<file path="config.mk">
export PLATFORM = sky130hd
export DESIGN_NAME = id_ex_reg
export DESIGN_NICKNAME = d
export VERILOG_FILES = /design/src/rtl/id_ex_reg.sv
export SDC_FILE = /design/constraint.sdc
export NUM_CORES = 1
export LEC_CHECK = 0
export BUFFER_PORTS_ARGS = -buffer_cell sky130_fd_sc_hd__buf_2
export CORE_AREA = 2 2 160 162
export DETAILED_ROUTE_END_ITERATION = 8
export DIE_AREA = 0 0 162 164
export PLACE_DENSITY_LB_ADDON = 0.08
export SYNTH_ARGS = -nofsm -noshare
export SYNTH_HDL_FRONTEND = slang
export SYNTH_SLANG_ARGS = --single-unit
</file>
<file path="constraint.sdc">
create_clock -name clk -period 1.65 [get_ports clk]
set_input_delay 0.33 -clock clk [delete_from_list [all_inputs] [get_ports clk]]
set_output_delay 0.33 -clock clk [all_outputs]
set_load 0.1 [all_outputs]
</file>
<file path="src/rtl/id_ex_reg.sv">
// Decode-to-execute pipeline register with bubble insertion
// and saturating counters of load-use and redirect bubbles.
module id_ex_reg #(
    parameter int XLEN  = 32,
    parameter int CNT_W = 16
) (
    input  logic            clk,
    input  logic            rst_n,
    input  logic            RegWriteD,
    input  logic [1:0]      ResultSrcD,
    input  logic            MemWriteD,
    input  logic [1:0]      JumpD,
    input  logic [2:0]      BranchD,
    input  logic [2:0]      ALUControlD,
    input  logic            ALUSrcD,
    input  logic            LUIInstrD,
    input  logic [XLEN-1:0] RD1D,
    input  logic [XLEN-1:0] RD2D,
    input  logic [XLEN-1:0] PCD,
    input  logic [XLEN-1:0] PCPlus4D,
    input  logic [XLEN-1:0] ImmExtD,
    input  logic [4:0]      Rs1D,
    input  logic [4:0]      Rs2D,
    input  logic [4:0]      RdD,
    input  logic            LoadStall,
    input  logic [1:0]      PCSrcE,
    input  logic            StallE,
    output logic            RegWriteE,
    output logic [1:0]      ResultSrcE,
    output logic            MemWriteE,
    output logic [1:0]      JumpE,
    output logic [2:0]      BranchE,
    output logic [2:0]      ALUControlE,
    output logic            ALUSrcE,
    output logic            LUIInstrE,
    output logic [XLEN-1:0] RD1E,
    output logic [XLEN-1:0] RD2E,
    output logic [XLEN-1:0] PCE,
    output logic [XLEN-1:0] PCPlus4E,
    output logic [XLEN-1:0] ImmExtE,
    output logic [4:0]      Rs1E,
    output logic [4:0]      Rs2E,
    output logic [4:0]      RdE,
    output logic            ValidE,
    output logic [CNT_W-1:0] LoadBubbleCnt,
    output logic [CNT_W-1:0] CtrlFlushCnt
);

    typedef struct packed {
        logic       RegWrite;
        logic [1:0] ResultSrc;
        logic       MemWrite;
        logic [1:0] Jump;
        logic [2:0] Branch;
        logic [2:0] ALUControl;
        logic       ALUSrc;
        logic       LUIInstr;
    } ctrl_t;

    typedef struct packed {
        logic [XLEN-1:0] RD1;
        logic [XLEN-1:0] RD2;
        logic [XLEN-1:0] PC;
        logic [XLEN-1:0] PCPlus4;
        logic [XLEN-1:0] ImmExt;
        logic [4:0]      Rs1;
        logic [4:0]      Rs2;
        logic [4:0]      Rd;
    } data_t;

    ctrl_t           ctrl_in;
    data_t           data_in;
    ctrl_t           ctrl_q, ctrl_d;
    data_t           data_q, data_d;
    logic            valid_q, valid_d;
    logic [CNT_W-1:0] lcnt_q, lcnt_d;
    logic [CNT_W-1:0] fcnt_q, fcnt_d;
    logic            redirect;
    logic            flush;
    logic            lcnt_sat;
    logic            fcnt_sat;

    assign ctrl_in = '{
        RegWrite:   RegWriteD,
        ResultSrc:  ResultSrcD,
        MemWrite:   MemWriteD,
        Jump:       JumpD,
        Branch:     BranchD,
        ALUControl: ALUControlD,
        ALUSrc:     ALUSrcD,
        LUIInstr:   LUIInstrD
    };

    assign data_in = '{
        RD1:     RD1D,
        RD2:     RD2D,
        PC:      PCD,
        PCPlus4: PCPlus4D,
        ImmExt:  ImmExtD,
        Rs1:     Rs1D,
        Rs2:     Rs2D,
        Rd:      RdD
    };

    assign redirect = |PCSrcE;
    assign flush    = LoadStall | redirect;
    assign lcnt_sat = &lcnt_q;
    assign fcnt_sat = &fcnt_q;

    // An all-zero word is the canonical bubble: no branch, no jump.
    always_comb begin
        ctrl_d  = ctrl_q;
        data_d  = data_q;
        valid_d = valid_q;
        if (flush) begin
            ctrl_d  = '0;
            data_d  = '0;
            valid_d = 1'b0;
        end else if (!StallE) begin
            ctrl_d  = ctrl_in;
            data_d  = data_in;
            valid_d = 1'b1;
        end
    end

    // A redirect takes credit for the bubble even when a load-use
    // hazard coincides with it.
    always_comb begin
        lcnt_d = lcnt_q;
        fcnt_d = fcnt_q;
        if (redirect) begin
            if (!fcnt_sat) fcnt_d = fcnt_q + CNT_W'(1);
        end else if (LoadStall) begin
            if (!lcnt_sat) lcnt_d = lcnt_q + CNT_W'(1);
        end
    end

    always_ff @(posedge clk) begin
        if (!rst_n) begin
            ctrl_q  <= '0;
            data_q  <= '0;
            valid_q <= 1'b0;
            lcnt_q  <= '0;
            fcnt_q  <= '0;
        end else begin
            ctrl_q  <= ctrl_d;
            data_q  <= data_d;
            valid_q <= valid_d;
            lcnt_q  <= lcnt_d;
            fcnt_q  <= fcnt_d;
        end
    end

    assign RegWriteE     = ctrl_q.RegWrite;
    assign ResultSrcE    = ctrl_q.ResultSrc;
    assign MemWriteE     = ctrl_q.MemWrite;
    assign JumpE         = ctrl_q.Jump;
    assign BranchE       = ctrl_q.Branch;
    assign ALUControlE   = ctrl_q.ALUControl;
    assign ALUSrcE       = ctrl_q.ALUSrc;
    assign LUIInstrE     = ctrl_q.LUIInstr;
    assign RD1E          = data_q.RD1;
    assign RD2E          = data_q.RD2;
    assign PCE           = data_q.PC;
    assign PCPlus4E      = data_q.PCPlus4;
    assign ImmExtE       = data_q.ImmExt;
    assign Rs1E          = data_q.Rs1;
    assign Rs2E          = data_q.Rs2;
    assign RdE           = data_q.Rd;
    assign ValidE        = valid_q;
    assign LoadBubbleCnt = lcnt_q;
    assign CtrlFlushCnt  = fcnt_q;

endmodule

</file>
==> report_table.html, run 1 <==
<table>
<tr><th>Metric</th><th>Value</th></tr>
<tr><th colspan="2">Die</th></tr>
<tr><td>Count of boundary I/O pins</td><td>417</td></tr>
<tr><td>Core ar.</td><td>24800 µm²</td></tr>
<tr><td>Width of the chip</td><td>162 µm</td></tr>
<tr><td>Die span in y</td><td>164 µm</td></tr>
<tr><td>Die area</td><td>26600 µm²</td></tr>
<tr><td>Number of rows created at floorplan</td><td>58</td></tr>
<tr><td>Starting Density</td><td>33.2%</td></tr>
<tr><th colspan="2">Logic synthesis</th></tr>
<tr><td>Sequential fraction of the synthesis area</td><td>53.9%</td></tr>
<tr><td>Gate Count Post-Synth</td><td>808</td></tr>
<tr><td>Syn Nets</td><td>1005</td></tr>
<tr><td>Count of warnings emitted by yosys</td><td>0</td></tr>
<tr><td>Distinct cell type count of the synthesized netlist</td><td>40</td></tr>
<tr><td>Number of synthesized register bits</td><td>222</td></tr>
<tr><td>Combined area of all synthesized cells</td><td>8250 µm²</td></tr>
<tr><td>Post-Syn Area per Cell</td><td>10.2 µm²</td></tr>
<tr><th colspan="2">STA</th></tr>
<tr><td>Sum of negative setup slack</td><td>0 ns</td></tr>
<tr><td>Number of pins exceeding their max-slew limit in the final report</td><td>0</td></tr>
<tr><td>Least-Margin Pin Slew</td><td>0.518 ns</td></tr>
<tr><td>Number of hold violations in the final report</td><td>0</td></tr>
<tr><td>WHS</td><td>0.0417 ns</td></tr>
<tr><td>Post-layout minimum cycle time</td><td>1.61 ns</td></tr>
<tr><td>Fin Clk Skew</td><td>0.00965 ns</td></tr>
<tr><td>Worst max-slew margin expressed relative to the limit</td><td>65.7%</td></tr>
<tr><td>Fmax achieved</td><td>0.619 GHz</td></tr>
<tr><td>Final Worst Setup Slack</td><td>0.0353 ns</td></tr>
<tr><td>Share of the cycle needed by the critical path after routing</td><td>97.9%</td></tr>
<tr><td>Final setup fails</td><td>0</td></tr>
<tr><th colspan="2">Detailed routing</th></tr>
<tr><td>Overall routed net length</td><td>25.6 mm</td></tr>
<tr><td>Per-cell routed wire length</td><td>16.0 µm</td></tr>
<tr><td>Number of vias after detailed routing</td><td>7329</td></tr>
<tr><td>Number of violations reported at the end of detailed-routing iteration 0</td><td>291</td></tr>
<tr><td>Residual DRC count</td><td>0</td></tr>
<tr><td>Total iterations of the first detailed-routing run</td><td>4</td></tr>
<tr><td>Antenna Nets Post-Route</td><td>0</td></tr>
<tr><td>Vias per inst</td><td>4.58</td></tr>
<tr><th colspan="2">Pwr</th></tr>
<tr><td>Worst vdd rail ir drop</td><td>851 µV</td></tr>
<tr><td>Power per cell area</td><td>975 nW/µm²</td></tr>
<tr><td>Leak pwr</td><td>5.93 nW</td></tr>
<tr><th colspan="2">Finish</th></tr>
<tr><td>Register cell area after layout</td><td>4560 µm²</td></tr>
<tr><td>Fillcell total</td><td>2421</td></tr>
<tr><td>Layout cells sized above 1</td><td>43.5%</td></tr>
<tr><td>Finished Layout Cells</td><td>1601</td></tr>
<tr><td>Final standard cell area without fillers</td><td>12500 µm²</td></tr>
<tr><td>Multi-input gate area in the final layout</td><td>3670 µm²</td></tr>
<tr><td>Most common cell after layout, fill and taps aside</td><td>buf_2</td></tr>
<tr><td>Most frequent cells in the layout</td><td>buf_2, mux2i_1, nor2_1, dfxtp_1, clkbuf_4</td></tr>
<tr><td>Count of nets after finishing</td><td>1445</td></tr>
<tr><td>Area added between synthesis and finish</td><td>51.1%</td></tr>
<tr><th colspan="2">Setup path</th></tr>
<tr><td>Critical path origin</td><td>RD2E[3]</td></tr>
<tr><td>Worst setup path category</td><td>reg2out</td></tr>
<tr><td>R2R Path Start</td><td>CtrlFlushCnt[0]</td></tr>
<tr><td>Cell type group with the largest total delay on the critical path</td><td>buffers and inverters</td></tr>
<tr><td>Worst reg-to-reg setup slack</td><td>0.07 ns</td></tr>
<tr><td>Worst reg-to-reg path cell count</td><td>5</td></tr>
<tr><td>Crit path cell chain</td><td>buf_2</td></tr>
<tr><td>Type of element capturing the critical path</td><td>output pin</td></tr>
<tr><td>Logic depth of the worst setup path including buffers</td><td>1</td></tr>
<tr><td>Max stage delay on crit path</td><td>0.44 ns</td></tr>
<tr><td>Capture instance of the worst register-to-register path</td><td>CtrlFlushCnt[14]</td></tr>
<tr><td>Required time of the critical path</td><td>1.32 ns</td></tr>
<tr><td>Buf+Inv Stages, Crit Path</td><td>1</td></tr>
<tr><td>Crit start category</td><td>flip-flop</td></tr>
<tr><td>Largest fanout of any net on the critical path</td><td>2</td></tr>
<tr><td>Endpoint of the worst setup timing path</td><td>RD2E[3]</td></tr>
<tr><td>Data arrival time of the critical path</td><td>1.28 ns</td></tr>
<tr><td>Slowest stage cell on the critical path</td><td>buf_2</td></tr>
<tr><th colspan="2">Global route</th></tr>
<tr><td>Global-route usage over all layers</td><td>17.9%</td></tr>
<tr><td>Number of global-route vias before repair</td><td>6847</td></tr>
<tr><td>First-pass GRT wire length</td><td>38.0 mm</td></tr>
<tr><td>Largest net degree at the start of global routing</td><td>64</td></tr>
<tr><td>Total grt overflow</td><td>0</td></tr>
<tr><td>Number of antenna violations at the first check in global routing</td><td>8</td></tr>
<tr><th colspan="2">Placement</th></tr>
<tr><td>Final estimated routing congestion in global placement</td><td>0.808</td></tr>
<tr><td>Port Buf Inserts</td><td>416</td></tr>
<tr><td>Placement Cell Area</td><td>11200 µm²</td></tr>
<tr><td>Final HPWL from detailed placement</td><td>19.3 mm</td></tr>
<tr><td>Placed Cells</td><td>1548</td></tr>
<tr><td>Worst slack, placed</td><td>-0.0321 ns</td></tr>
<tr><th colspan="2">Clocking</th></tr>
<tr><td>CTS Buf Count</td><td>26</td></tr>
<tr><td>CTS tree</td><td>done</td></tr>
<tr><td>Post-CTS Hold Fix Bufs</td><td>0</td></tr>
<tr><td>Clock root buffer</td><td>clkbuf_16</td></tr>
<tr><td>Number of buffers on the longest clock path</td><td>3</td></tr>
<tr><td>H-tree Lvls</td><td>1</td></tr>
<tr><td>Clock-pin slew of the registers on the worst-case setup and hold paths</td><td>0.06 ns</td></tr>
<tr><td>Clk sink count</td><td>222</td></tr>
<tr><td>Worst-Skew Late Latency</td><td>0.52 ns</td></tr>
<tr><th colspan="2">Flow run</th></tr>
<tr><td>Max capacitance violation total</td><td>0</td></tr>
<tr><th colspan="2">Min path</th></tr>
<tr><td>Path type of the worst min-delay path</td><td>in2reg</td></tr>
<tr><th colspan="2">Run status</th></tr>
<tr><td>Run status</td><td>completed</td></tr>
</table>
## final cells by class
cell class                      count  share of cell area [%]
Antenna cell                        6                   0.121
Clock buffer                       42                    6.45
Clock inverter                      3                   0.121
Inverter                            6                   0.181
Multi-Input combinational cell    529                    29.5
Sequential cell                   222                    36.6
Tap cell                          330                    3.31
Timing Repair Buffer              463                    23.7
## cells in the mapped netlist
cell type	instances	share of area, %
nor4_1	5	0.38
nand3b_1	1	0.091
or3b_2	1	0.11
inv_1	6	0.27
nor2_2	1	0.076
a211oi_1	1	0.091
o21a_1	4	0.36
nand2b_1	6	0.46
a21oi_1	19	1.2
nand2_1	18	0.82
o41ai_1	2	0.21
o311a_1	1	0.12
nor2b_1	1	0.076
o21ai_0	7	0.42
buf_1	1	0.045
clkbuf_1	47	2.1
o31a_1	2	0.21
and3_1	2	0.15
nor2_1	195	8.9
o311ai_0	1	0.11
nor4b_1	1	0.11
o31ai_1	12	1.1
or2_0	1	0.076
nand4_1	8	0.61
a2111oi_0	1	0.11
o2111a_1	2	0.27
and4_1	3	0.32
nand4_2	1	0.15
or4_1	11	1.0
nor4_2	2	0.30
xor2_1	1	0.11
a31o_2	1	0.11
mux2i_1	196	24
buf_2	3	0.18
nand3_1	9	0.55
nor3b_2	1	0.15
or3_1	6	0.46
ha_1	2	0.30
dfxtp_1	222	54
nor3_1	4	0.24
## power breakdown
group | leakage (nW) | switching [mW] | internal (mW)
Sequential | 1.82 | 0.0334 | 5.37
Clock | 0.403 | 2.17 | 3.30
Combinational | 3.71 | 0.791 | 0.481
Total | 5.93 | 3.00 | 9.15
## cell families after synthesis
logic type,count (synthesis),share of synthesized area [%]
adder cells (fa/ha/maj),2,0.303
XOR/XNOR,1,0.106
buffers and inverters,57,2.64
multiplexers,196,23.8
AND/OR/NAND/NOR,277,15.0
AO/OA/AOI/OAI,53,4.26
flip-flops,222,53.9
## tightest hold or removal path: cells and delay by family
| kind | cells | cell delay [ns] |
|---|---|---|
| buffers and inverters | 1 | 0.07 |
| muxes | 1 | 0.05 |
| and+or+nand+nor | 1 | 0.07 |
## state kept, by name (all words and copies together), names as in the netlist, 3 cells and up
signal	cells
RdE	5
RD2E	32
BranchE	3
Rs1E	5
PCE	32
RD1E	32
CtrlFlushCnt	16
ALUControlE	3
ImmExtE	32
Rs2E	5
LoadBubbleCnt	16
PCPlus4E	32
## stage by stage
| step | util [%] | power [mW] |
|---|---|---|
| 2_1_floorplan | - | 6.36 |
| 3_3_place_gp | 45.1 | 6.77 |
| 3_5_place_dp | 45.1 | 6.78 |
| 4_1_cts | 48.9 | 12.3 |
| 5_1_grt | 50.1 | 12.7 |
| 6_report | 50.2 | 12.1 |
## how the worst min path moves through the flow
stage                     cells past startpoint  slack (ns)              to      startpoint
after CTS                                     3        0.01         PCE[17]         PCD[17]
after global routing                          3        0.02    PCPlus4E[24]    PCPlus4D[24]
after floorplan                               2        0.47  ALUControlE[0]  ALUControlD[0]
after detailed placement                      2        0.44          ValidE          ValidE
final                                         3        0.04         PCE[17]         PCD[17]
after global placement                        2        0.44          ValidE          ValidE
## what timing repair did
item,in CTS,in global routing
pin swaps,0,4
gates resized for setup,53,105
setup buffers,0,2
endpoints found under the setup margin,53,110
## layer usage
layer  vias to the layer above  routed length [µm]  global-route usage (%)
li1                       3680                   -                       -
met1                      3301               10400                    21.0
met2                       300               12200                    30.9
met3                        44                2440                    6.19
met4                         4                 579                    5.31
met5                         -                  24                       0
(Power assumes the default switching activity.)
==> run 2, diff against run 1 <==
==> constraint.sdc (replaced) <==
create_clock -name clk -period 1.99 [get_ports clk]
set_input_delay 0.398 -clock clk [delete_from_list [all_inputs] [get_ports clk]]
set_output_delay 0.398 -clock clk [all_outputs]
set_load 0.1 [all_outputs]
==> run 2 against run 1 <==
Compared with the run above:
- hold slack gained 0.075 ns
- register-to-register slack gained 0.20 ns
- wire length shrank 2.1%
- combinational power shrank 20%
- critical path type unchanged
==> report_table.html, run 2 (synthesis results as in run 1) <==
<table>
<tr><th>Metric</th><th>Value</th></tr>
<tr><th colspan="2">Run status</th></tr>
<tr><td>Run status</td><td>completed</td></tr>
<tr><th colspan="2">Setup path</th></tr>
<tr><td>Crit start category</td><td>flip-flop</td></tr>
<tr><td>Worst setup path category</td><td>reg2out</td></tr>
<tr><td>Worst reg-to-reg path cell count</td><td>4</td></tr>
<tr><td>Largest fanout of any net on the critical path</td><td>7</td></tr>
<tr><td>R2R Path Start</td><td>LoadBubbleCnt[4]</td></tr>
<tr><td>Data arrival time of the critical path</td><td>1.41 ns</td></tr>
<tr><td>Worst reg-to-reg setup slack</td><td>0.27 ns</td></tr>
<tr><td>Crit path cell chain</td><td>buf_4 &gt; buf_2</td></tr>
<tr><td>Slowest stage cell on the critical path</td><td>buf_2</td></tr>
<tr><td>Capture instance of the worst register-to-register path</td><td>LoadBubbleCnt[11]</td></tr>
<tr><td>Max stage delay on crit path</td><td>0.43 ns</td></tr>
<tr><td>Type of element capturing the critical path</td><td>output pin</td></tr>
<tr><td>Required time of the critical path</td><td>1.59 ns</td></tr>
<tr><th colspan="2">Min path</th></tr>
<tr><td>Path type of the worst min-delay path</td><td>in2reg</td></tr>
<tr><td>HP Start</td><td>ImmExtD[24]</td></tr>
<tr><td>WHS Endpoint</td><td>ImmExtE[24]</td></tr>
<tr><td>Hold Path Depth</td><td>3</td></tr>
<tr><th colspan="2">Pwr</th></tr>
<tr><td>Cell internal pwr</td><td>7.66 mW</td></tr>
<tr><td>Power per cell area</td><td>867 nW/µm²</td></tr>
<tr><td>Switching Share</td><td>24.5%</td></tr>
<tr><td>Leak pwr</td><td>5.83 nW</td></tr>
<tr><td>Part of the total power dissipated in the clock network</td><td>45.6%</td></tr>
<tr><td>Proportion of power drawn by combinational gates</td><td>10.0%</td></tr>
<tr><td>Worst vdd rail ir drop</td><td>669 µV</td></tr>
<tr><td>Switching component of the power</td><td>2.49 mW</td></tr>
<tr><td>Fraction of power consumed by sequential logic</td><td>44.4%</td></tr>
<tr><th colspan="2">Global route</th></tr>
<tr><td>Total grt overflow</td><td>0</td></tr>
<tr><td>Number of global-route vias before repair</td><td>6520</td></tr>
<tr><td>Met2 track utilization from global routing</td><td>30.9%</td></tr>
<tr><td>Most used routing layer in global routing</td><td>met2</td></tr>
<tr><td>Global-route usage over all layers</td><td>17.5%</td></tr>
<tr><td>Largest net degree at the start of global routing</td><td>120</td></tr>
<tr><td>First-pass GRT wire length</td><td>36.9 mm</td></tr>
<tr><td>Global routing met1 resource utilization</td><td>20.7%</td></tr>
<tr><td>Number of antenna violations at the first check in global routing</td><td>4</td></tr>
<tr><td>Met3 track demand over resource</td><td>5.08%</td></tr>
<tr><th colspan="2">Finish</th></tr>
<tr><td>Finished Layout Cells</td><td>1571</td></tr>
<tr><td>Count of nets after finishing</td><td>1420</td></tr>
<tr><td>Final standard cell area without fillers</td><td>11700 µm²</td></tr>
<tr><td>Layout cells sized above 1</td><td>41.7%</td></tr>
<tr><td>Final core utilization</td><td>47.1%</td></tr>
<tr><td>Area added between synthesis and finish</td><td>41.9%</td></tr>
<tr><td>Most common cell after layout, fill and taps aside</td><td>buf_2</td></tr>
<tr><td>Most frequent cells in the layout</td><td>buf_2, mux2i_1, nor2_1, dfxtp_1, clkbuf_16</td></tr>
<tr><th colspan="2">Clocking</th></tr>
<tr><td>Post-CTS Hold Fix Bufs</td><td>0</td></tr>
<tr><td>Post-cts resize count</td><td>0</td></tr>
<tr><td>Clock root buffer</td><td>clkbuf_16</td></tr>
<tr><td>Clock-pin slew of the registers on the worst-case setup and hold paths</td><td>0.06 ns</td></tr>
<tr><td>Worst-Skew Late Latency</td><td>0.51 ns</td></tr>
<tr><td>Clk sink count</td><td>222</td></tr>
<tr><td>CTS Buf Count</td><td>26</td></tr>
<tr><td>Number of buffers on the longest clock path</td><td>3</td></tr>
<tr><td>CTS tree</td><td>done</td></tr>
<tr><td>Number of post-CTS setup repair buffers</td><td>0</td></tr>
<tr><td>H-tree Lvls</td><td>1</td></tr>
<tr><th colspan="2">STA</th></tr>
<tr><td>Share of the cycle needed by the critical path after routing</td><td>91.1%</td></tr>
<tr><td>Fin Clk Skew</td><td>0.00643 ns</td></tr>
<tr><td>Final Worst Setup Slack</td><td>0.178 ns</td></tr>
<tr><td>Least-Margin Pin Slew</td><td>0.647 ns</td></tr>
<tr><td>Post-layout minimum cycle time</td><td>1.81 ns</td></tr>
<tr><td>Fmax achieved</td><td>0.552 GHz</td></tr>
<tr><td>Unrepaired setup endpoints after global routing</td><td>no</td></tr>
<tr><td>Number of hold violations in the final report</td><td>0</td></tr>
<tr><td>Sum of negative setup slack</td><td>0 ns</td></tr>
<tr><td>Final setup fails</td><td>0</td></tr>
<tr><td>Worst max-slew margin expressed relative to the limit</td><td>56.8%</td></tr>
<tr><td>Number of pins exceeding their max-slew limit in the final report</td><td>0</td></tr>
<tr><th colspan="2">Flow run</th></tr>
<tr><td>Max capacitance violation total</td><td>0</td></tr>
<tr><th colspan="2">Placement</th></tr>
<tr><td>Placement Cell Area</td><td>10900 µm²</td></tr>
<tr><td>Final estimated routing congestion in global placement</td><td>0.759</td></tr>
<tr><td>Placed Cells</td><td>1525</td></tr>
<tr><td>Final HPWL from detailed placement</td><td>18.4 mm</td></tr>
<tr><td>Worst slack, placed</td><td>0.0510 ns</td></tr>
<tr><td>Port Buf Inserts</td><td>416</td></tr>
<tr><th colspan="2">Die</th></tr>
<tr><td>Count of boundary I/O pins</td><td>417</td></tr>
<tr><td>Die span in y</td><td>164 µm</td></tr>
<tr><td>Width of the chip</td><td>162 µm</td></tr>
<tr><td>Die area</td><td>26600 µm²</td></tr>
<tr><td>Starting Density</td><td>33.2%</td></tr>
<tr><td>Core ar.</td><td>24800 µm²</td></tr>
<tr><td>Number of rows created at floorplan</td><td>58</td></tr>
<tr><th colspan="2">Detailed routing</th></tr>
<tr><td>Overall routed net length</td><td>25.0 mm</td></tr>
<tr><td>Total iterations of the first detailed-routing run</td><td>4</td></tr>
<tr><td>Number of violations reported at the end of detailed-routing iteration 0</td><td>354</td></tr>
<tr><td>Vias per inst</td><td>4.51</td></tr>
<tr><td>Per-cell routed wire length</td><td>15.9 µm</td></tr>
<tr><td>Residual DRC count</td><td>0</td></tr>
<tr><td>Number of vias after detailed routing</td><td>7085</td></tr>
<tr><td>Antenna Nets Post-Route</td><td>0</td></tr>
</table>
==> run 2: through the flow <==
| stage | power, mW | hold WS [ns] |
|---|---|---|
| floorplan | 5.30 | 0.542 |
| global placement | 5.62 | 0.435 |
| detailed placement | 5.62 | 0.439 |
| CTS | 10.3 | 0.0903 |
| global route | 10.6 | 0.103 |
| finish | 10.1 | 0.117 |
==> run 2: worst max-delay path by stage <==
stage | from | end | slack (ns) | cells after the start
6_report | CtrlFlushCnt[7] | CtrlFlushCnt[7] | 0.18 | 2
5_1_grt | CtrlFlushCnt[0] | CtrlFlushCnt[12] | 0.13 | 6
2_1_floorplan | LoadBubbleCnt[6] | LoadBubbleCnt[11] | -0.006 | 5
4_1_cts | CtrlFlushCnt[7] | CtrlFlushCnt[7] | 0.14 | 2
3_5_place_dp | PCSrcE[0] | LoadBubbleCnt[14] | 0.05 | 5
3_3_place_gp | PCSrcE[1] | CtrlFlushCnt[11] | 0.07 | 6
==> run 2: routing by layer <==
metal / vias up / wire [µm]
li1: 3608 / -
met1: 3184 / 10100
met2: 259 / 12500
met3: 30 / 2030
met4: 4 / 395
met5: - / 21
==> run 2: power groups by stage <==
stage,logic [mW],clock network [mW],registers [mW]
floorplan,0.354,0,4.94
global placement,1.01,0,4.60
detailed placement,1.02,0,4.61
CTS,1.02,4.78,4.51
global route,1.08,4.98,4.51
finish,1.01,4.63,4.51
==> run 2: area by class of cell <==
type                    count  area [µm²]
diodes                      1        2.50
clock buffers              38         777
clock inverters             7        63.8
fillers                  2490       13100
inverters                   6        22.5
multi-input cells         529        3580
flip-flops and latches    222        4510
well taps                 330         413
repair buffers            438        2330
==> run 2: worst max-delay path: cells and delay by family, from the launching register on <==
family | cells | cell delay [ns]
flops | 1 | 0.33
buf+inv | 2 | 0.57
